**src/rtl/alu_seq_pkg.sv**
```systemverilog
// Shared constants for the sequenced ALU: mode codes, FSM state encodings
// and the common Hack control words.
package alu_seq_pkg;

  typedef enum logic [1:0] {
    MODE_HACK = 2'b00,
    MODE_MUL  = 2'b01,
    MODE_SHL  = 2'b10,
    MODE_SAR  = 2'b11
  } alu_mode_e;

  localparam logic [1:0] ST_IDLE = 2'b00;
  localparam logic [1:0] ST_MUL  = 2'b01;
  localparam logic [1:0] ST_HOLD = 2'b10;

  localparam logic [5:0] CTRL_ZERO    = 6'b101010;
  localparam logic [5:0] CTRL_XPLUSY  = 6'b000010;
  localparam logic [5:0] CTRL_XMINUSY = 6'b010011;

endpackage

```
**src/rtl/alu_seq_if.sv**
```systemverilog
// Request/response bundle between the decode stage (master) and the ALU (slave).
interface alu_seq_if #(
  parameter int WIDTH = 16
);
  logic             in_valid;
  logic             in_ready;
  logic [WIDTH-1:0] x;
  logic [WIDTH-1:0] y;
  logic [5:0]       ctrl;
  logic [1:0]       mode;
  logic             out_valid;
  logic             out_ready;
  logic [WIDTH-1:0] out;
  logic             zr;
  logic             ng;

  modport master (
    output in_valid, x, y, ctrl, mode, out_ready,
    input  in_ready, out_valid, out, zr, ng
  );

  modport slave (
    input  in_valid, x, y, ctrl, mode, out_ready,
    output in_ready, out_valid, out, zr, ng
  );
endinterface

```
**src/rtl/hack_alu_core.sv**
```systemverilog
// Combinational Hack ALU function at arbitrary width.
// ctrl = {zx, nx, zy, ny, f, no}.
module hack_alu_core #(
  parameter int WIDTH = 16
) (
  input  logic [WIDTH-1:0] x_i,
  input  logic [WIDTH-1:0] y_i,
  input  logic [5:0]       ctrl_i,
  output logic [WIDTH-1:0] res_o
);
  logic [WIDTH-1:0] xz, xn, yz, yn, fr;

  // zero/negate each operand, select add or and, optionally negate result
  always_comb begin
    xz    = ctrl_i[5] ? '0 : x_i;
    xn    = ctrl_i[4] ? ~xz : xz;
    yz    = ctrl_i[3] ? '0 : y_i;
    yn    = ctrl_i[2] ? ~yz : yz;
    fr    = ctrl_i[1] ? (xn + yn) : (xn & yn);
    res_o = ctrl_i[0] ? ~fr : fr;
  end
endmodule

```
**src/rtl/alu_seq.sv**
```systemverilog
// Handshaked ALU: Hack functions, shift-add multiply, shift left and
// arithmetic shift right, with a registered result held until consumed.
//
//  state | meaning
//  IDLE  | waiting for a request, in_ready=1
//  MUL   | shift-add multiply in progress, one step per cycle
//  HOLD  | result valid, held until out_ready
module alu_seq
  import alu_seq_pkg::*;
#(
  parameter int WIDTH  = 16,
  parameter bit MUL_EN = 1'b1
) (
  input logic       clock,
  input logic       reset,
  alu_seq_if.slave  bus
);
  localparam int SHW = $clog2(WIDTH);
  localparam logic [SHW:0] CNT_LAST = (SHW + 1)'(WIDTH - 1);

  logic [1:0]       state_q, state_d;
  logic [WIDTH-1:0] out_q, out_d;
  logic             zr_q, zr_d;
  logic             ng_q, ng_d;
  logic [WIDTH-1:0] acc_q, acc_d;
  logic [WIDTH-1:0] mcand_q, mcand_d;
  logic [WIDTH-1:0] mplier_q, mplier_d;
  logic [SHW:0]     cnt_q, cnt_d;

  logic             in_ready;
  logic             accept;
  logic [WIDTH-1:0] hack_res;
  logic [WIDTH-1:0] quick_res;
  logic [WIDTH-1:0] mul_step;
  logic [SHW-1:0]   shamt;
  logic             out_we;

  hack_alu_core #(.WIDTH(WIDTH)) u_core (
    .x_i    (bus.x),
    .y_i    (bus.y),
    .ctrl_i (bus.ctrl),
    .res_o  (hack_res)
  );

  // handshake signals; in_ready deliberately has no path from in_valid
  assign in_ready = ~reset & ((state_q == ST_IDLE) |
                              ((state_q == ST_HOLD) & bus.out_ready));
  assign accept   = bus.in_valid & in_ready;
  assign shamt    = bus.y[SHW-1:0];

  assign bus.in_ready  = in_ready;
  assign bus.out_valid = (state_q == ST_HOLD);
  assign bus.out       = out_q;
  assign bus.zr        = zr_q;
  assign bus.ng        = ng_q;

  // single-cycle results; MUL lands here only when the engine is disabled
  always_comb begin
    quick_res = '0;
    case (bus.mode)
      MODE_HACK: quick_res = hack_res;
      MODE_SHL:  quick_res = bus.x << shamt;
      MODE_SAR:  quick_res = WIDTH'($signed(bus.x) >>> shamt);
      default:   quick_res = '0;
    endcase
  end

  // one shift-add step: add the shifted multiplicand when the multiplier lsb is set
  assign mul_step = mplier_q[0] ? (acc_q + mcand_q) : acc_q;

  // next-state and datapath updates
  always_comb begin
    state_d  = state_q;
    out_d    = out_q;
    out_we   = 1'b0;
    acc_d    = acc_q;
    mcand_d  = mcand_q;
    mplier_d = mplier_q;
    cnt_d    = cnt_q;
    if (state_q == ST_MUL) begin
      acc_d    = mul_step;
      mcand_d  = mcand_q << 1;
      mplier_d = mplier_q >> 1;
      cnt_d    = cnt_q - 1'b1;
      if (cnt_q == '0) begin
        out_d   = mul_step;
        out_we  = 1'b1;
        state_d = ST_HOLD;
      end
    end else if (accept) begin
      if ((bus.mode == MODE_MUL) && MUL_EN) begin
        acc_d    = '0;
        mcand_d  = bus.x;
        mplier_d = bus.y;
        cnt_d    = CNT_LAST;
        state_d  = ST_MUL;
      end else begin
        out_d   = quick_res;
        out_we  = 1'b1;
        state_d = ST_HOLD;
      end
    end else if (state_q == ST_HOLD) begin
      if (bus.out_ready) state_d = ST_IDLE;
    end else if (state_q != ST_IDLE) begin
      state_d = ST_IDLE;
    end
    zr_d = out_we ? (out_d == '0) : zr_q;
    ng_d = out_we ? out_d[WIDTH-1] : ng_q;
  end

  // state and datapath registers with synchronous reset
  always_ff @(posedge clock) begin
    if (reset) begin
      state_q  <= ST_IDLE;
      out_q    <= '0;
      zr_q     <= 1'b0;
      ng_q     <= 1'b0;
      acc_q    <= '0;
      mcand_q  <= '0;
      mplier_q <= '0;
      cnt_q    <= '0;
    end else begin
      state_q  <= state_d;
      out_q    <= out_d;
      zr_q     <= zr_d;
      ng_q     <= ng_d;
      acc_q    <= acc_d;
      mcand_q  <= mcand_d;
      mplier_q <= mplier_d;
      cnt_q    <= cnt_d;
    end
  end
endmodule
```
**src/flat_wrapper.sv**
```systemverilog
// flat-port wrapper written by rule: the top's interface ports become plain ports
module alu_seq_flat import alu_seq_pkg::*;
#(
  parameter int WIDTH  = 16,
  parameter bit MUL_EN = 1'b1
)
  (clock, reset, bus_in_valid, bus_x, bus_y, bus_ctrl, bus_mode, bus_out_ready, bus_in_ready, bus_out_valid, bus_out, bus_zr, bus_ng);
  alu_seq_if #(.WIDTH(WIDTH)) bus_i ();
  input logic clock;
  input logic reset;
  input wire logic [$bits(bus_i.in_valid)-1:0] bus_in_valid;
  input wire logic [$bits(bus_i.x)-1:0] bus_x;
  input wire logic [$bits(bus_i.y)-1:0] bus_y;
  input wire logic [$bits(bus_i.ctrl)-1:0] bus_ctrl;
  input wire logic [$bits(bus_i.mode)-1:0] bus_mode;
  input wire logic [$bits(bus_i.out_ready)-1:0] bus_out_ready;
  output wire logic [$bits(bus_i.in_ready)-1:0] bus_in_ready;
  output wire logic [$bits(bus_i.out_valid)-1:0] bus_out_valid;
  output wire logic [$bits(bus_i.out)-1:0] bus_out;
  output wire logic [$bits(bus_i.zr)-1:0] bus_zr;
  output wire logic [$bits(bus_i.ng)-1:0] bus_ng;
  assign bus_i.in_valid = bus_in_valid;
  assign bus_i.x = bus_x;
  assign bus_i.y = bus_y;
  assign bus_i.ctrl = bus_ctrl;
  assign bus_i.mode = bus_mode;
  assign bus_i.out_ready = bus_out_ready;
  assign bus_in_ready = bus_i.in_ready;
  assign bus_out_valid = bus_i.out_valid;
  assign bus_out = bus_i.out;
  assign bus_zr = bus_i.zr;
  assign bus_ng = bus_i.ng;
  alu_seq #(.WIDTH(WIDTH), .MUL_EN(MUL_EN)) u_core (.clock(clock), .reset(reset), .bus(bus_i));
endmodule
```
**config.mk**
```make
export PLATFORM = sky130hd
export DESIGN_NAME = alu_seq_flat
export DESIGN_NICKNAME = d
export VERILOG_FILES = /design/src/rtl/alu_seq_pkg.sv /design/src/rtl/alu_seq_if.sv /design/src/rtl/hack_alu_core.sv /design/src/rtl/alu_seq.sv /design/src/flat_wrapper.sv
export SDC_FILE = /design/constraint.sdc
export NUM_CORES = 1
export LEC_CHECK = 0
export CORE_ASPECT_RATIO = 0.6
export CORE_MARGIN = 1
export CORE_UTILIZATION = 33
export CTS_CLUSTER_SIZE = 24
export DETAILED_ROUTE_END_ITERATION = 8
export HOLD_SLACK_MARGIN = 0.15
export PLACE_DENSITY = 0.51
export SYNTH_ARGS = -nofsm -noshare
export SYNTH_HDL_FRONTEND = slang
export SYNTH_SLANG_ARGS = --single-unit
```
**constraint.sdc**
```tcl
create_clock -name clock -period 13.5 [get_ports clock]
set_input_delay 2.7 -clock clock [delete_from_list [all_inputs] [get_ports clock]]
set_output_delay 2.7 -clock clock [all_outputs]
set_load 0.01 [all_outputs]
```
==> impl_metrics.env <==
export IMPL_number_of_buffers_added_by_the_clock_tree_synthesis_step=9
export IMPL_cpMaxStageDelayCell="clkdlybuf4s50_1"
export IMPL_wl_met2_um=11000
export IMPL_synthesis_area_mm2=0.00763
export IMPL_fill_cells=2359
export IMPL_antenna_violations_before_repair=0
export IMPL_regToRegStartpoint="u_core.cnt_q[0]"
export IMPL_drt_initial_drc_count=1000
export IMPL_synth_largest_area_cell="dfxtp_1"
export IMPL_final_setup_viol_count=0
export IMPL_grt_pass1_wl_um=45800
export IMPL_share_comb_of_total_power=0.363
export IMPL_cts_resized=0
export IMPL_crit_arrival_ps=4090
export IMPL_clock_tree_buffer_depth=2
export IMPL_worst_r2r_path_depth=10
export IMPL_slew_headroom=0.397
export IMPL_portion_of_the_clock_cycle_consumed_by_the_worst_path_in_the_final_layout=0.503
export IMPL_floorplan_core_area_mm2=0.0224
export IMPL_min_period_ps=6790
export IMPL_route_vias_total=7811
export IMPL_run_status="finished clean"
export IMPL_cts_hold_repair_buffers=0
export IMPL_clk_pin_slew_worst_paths_ps=60
export IMPL_grtUsageTotal=0.262
export IMPL_placement_cell_area_mm2=0.00842
export IMPL_cts_root_buf="clkbuf_16"
export IMPL_power_internal_uw=488
export IMPL_path_depth=4
export IMPL_worst_setup_path_startpoint="bus_out_ready"
export IMPL_synth_top_area_share=0.191
export IMPL_worst_path_buf_inv=2
export IMPL_yosysMostFrequentCell="nor2_1"
export IMPL_stdcell_area_mm2=0.00872
export IMPL_worst_endpoint_required_ps=10800
export IMPL_dominantRegCellSynth="dfxtp_1"
export IMPL_power_sequential_fraction=0.301
export IMPL_worstReg2RegEnd="u_core.bus.zr"
export IMPL_combinational_family_with_the_most_area_after_synthesis="compound AO/OA/AOI/OAI gates"
export IMPL_routed_top_layer="met4"
export IMPL_totalNegativeSetupSlack_ps=0
export IMPL_detail_route_wirelength_met1_um=16200
export IMPL_route_detailed_wl_per_inst_um=23.5
export IMPL_total_power_divided_by_cell_area_mw_per_mm2=87.3
export IMPL_tritoncts_clock_tree="done"
export IMPL_floorplan_rows=42
export IMPL_clockPowerShare=0.336
export IMPL_routabilityCongestion=0.999
export IMPL_swShare=0.359
export IMPL_drv_max_cap_violation_count=0
export IMPL_floorplan_die_height_um=120
export IMPL_finalClockSkew_ps=6.54
export IMPL_synthAdderAreaFrac=0.0577
export IMPL_layout_drive_gt1_share=0.0949
export IMPL_ys_warnings_count=0
export IMPL_cts_htree_levels=3
export IMPL_initial_core_util=0.341
export IMPL_critical_path_top_delay_family="buffers and inverters"
export IMPL_synth_net_count=1053
export IMPL_critical_path_top_cell_by_count="clkdlybuf4s50_1"
export IMPL_numPortBuffers=63
export IMPL_vias_per_instance=6.02
export IMPL_synth_simple_gate_area_share=0.238
export IMPL_first_global_vias=7099
export IMPL_io_pins=64
export IMPL_final_core_utilization=0.390
export IMPL_slew_viol_final=0
export IMPL_async_reset_ff_frac=0
export IMPL_final_hold_viol_count=0
export IMPL_grt_max_degree=57
export IMPL_clk_insertion_delay_late_ps=360
export IMPL_area_growth_pct=14.3
export IMPL_syn_avg_cell_area_um2=7.83
export IMPL_detail_route_wirelength_um=30500
export IMPL_synth_seq_area_share=0.191
export IMPL_critPathMaxStageDelay_ps=490
export IMPL_ys_seq_elements=73
export IMPL_antennaDiodeCount=0
export IMPL_design_die_area_mm2=0.0238
export IMPL_synth_distinct_cells=88
export IMPL_globalRouteOverflowTotal=0
export IMPL_post_synth_xor_area_fraction=0.0723
export IMPL_setup_worst_path_start_class="input pin"
export IMPL_critPathMaxFanout=5
export IMPL_hold_path_depth=2
export IMPL_worst_pin_slew_ps=892
export IMPL_antenna_left=0
export IMPL_route_detailed_drc=0
export IMPL_synthesis_instances=975
export IMPL_critical_path_endpoint_type="output port"
export IMPL_switching_power_uw=273
export IMPL_die_width_um=198
export IMPL_dp_hpwl_um=22900
export IMPL_leakagePower_uw=0.00311
export IMPL_cts_post_setup_buffers_inserted=0
export IMPL_drt_pass1_iterations=5
export IMPL_critical_path_sink="bus_in_ready"
export IMPL_vdd_drop_max_mv=0.0646
export IMPL_path_cells="clkdlybuf4s50_1, nor2b_1, nor2_1, clkdlybuf4s50_1"
export IMPL_synthMuxAreaShare=0.138
export IMPL_synth_top_cells_by_area="dfxtp_1 (19%), xnor2_1 (5.7%), a21oi_1 (5.4%)"
export IMPL_number_of_enable_type_register_cells_in_the_synthesized_netlist=0
export IMPL_worstSetupPathType="input pin to output port"
export IMPL_worstHoldPathType="flop to flop"
export IMPL_fmaxAchievable_ghz=0.147
export IMPL_synth_compound_area_share=0.249
export IMPL_final_net_count=1063
export IMPL_most_common_library_cells_after_synthesis="nor2_1 (93), nand2_1 (84), a21oi_1 (83)"
export IMPL_rsz0062_at_grt="false"
export IMPL_tritoncts_num_sinks=73
export IMPL_setup_reg_to_reg_worst_slack_ps=9610
export IMPL_route_met3_wl_um=3040
kinds of logic (layout without fill, tap and decap cells):
kind of cell / count (synthesis) / in the layout
and+or+nand+nor: 353 / 353
AOI/OAI and AO/OA: 280 / 280
buffers and inverters: 95 / 110
muxes: 77 / 77
DFF: 73 / 73
xor gates and xnor gates: 63 / 63
adders and majority gates: 34 / 34
metal layers:
metal / GRT usage / vias to the layer above
li1: - / 3637
met1: 0.429 / 3759
met2: 0.319 / 394
met3: 0.0773 / 21
met4: 0.0446 / 0
met5: 0 / -
state kept, by name (all words and copies together) (netlist names):
name and cells:
u_core.mcand_q 16, u_core.mplier_q 16, u_core.bus.zr 1, u_core.bus.out 16
u_core.acc_q 16, u_core.bus.ng 1, u_core.state_q 2, u_core.cnt_q 5
placed cells by master, fill, tap and decap left out, drive strengths merged, types with 20 or more instances in the layout:
cell / n
nor2: 95
nand2: 84
a21oi: 83
dfxtp: 73
clkdlybuf4s50: 60
xnor2: 50
mux2i: 40
nand2b: 39
o21ai: 37
a22oi: 36
ha: 32
nor3: 25
mux4: 20
worst min path at each step:
stage / to / slack [ps] / start
after floorplan: u_core.mplier_q[10] / 440 / u_core.mplier_q[10]
after global placement: u_core.mplier_q[5] / 440 / u_core.mplier_q[5]
after detailed placement: u_core.mplier_q[10] / 450 / u_core.mplier_q[10]
after CTS: u_core.mplier_q[10] / 460 / u_core.mplier_q[10]
after global routing: u_core.mplier_q[7] / 480 / u_core.mplier_q[7]
final: u_core.mplier_q[10] / 460 / u_core.mplier_q[10]
layout make-up:
type | instances | area (um^2) | share of cell area
clock inverter | 5 | 53.8 | 0.00617
inverter | 16 | 60.1 | 0.00688
sequential | 73 | 1460 | 0.168
clock buffer | 11 | 253 | 0.0290
multi-input combinational | 807 | 5780 | 0.663
tap | 308 | 385 | 0.0442
timing repair buffer | 78 | 728 | 0.0835
stage by stage:
step / hold WS (ps) / cells / worst slack (ps) / power, uW
6_report: 456 / 1298 / 6710 / 761
5_1_grt: 479 / 1298 / 6600 / 794
4_1_cts: 456 / 1298 / 6700 / 757
3_5_place_dp: 448 / 1282 / 6710 / 502
3_3_place_gp: 445 / 1282 / 6700 / 503
2_1_floorplan: 437 / 975 / 7420 / 417
tightest hold or removal path: stages (launching register included):
cell and delay, ps:
dfxtp_1 310, nand2_1 50, a21oi_1 50
power by group through the flow:
| stage | registers [uW] | clock network (uW) | logic [uW] |
|---|---|---|---|
| 2_1_floorplan | 233 | 0 | 185 |
| 3_3_place_gp | 234 | 0 | 269 |
| 3_5_place_dp | 234 | 0 | 268 |
| 4_1_cts | 229 | 258 | 270 |
| 5_1_grt | 230 | 267 | 297 |
| 6_report | 229 | 256 | 276 |
No activity file was read; power rests on OpenSTA's default activity.
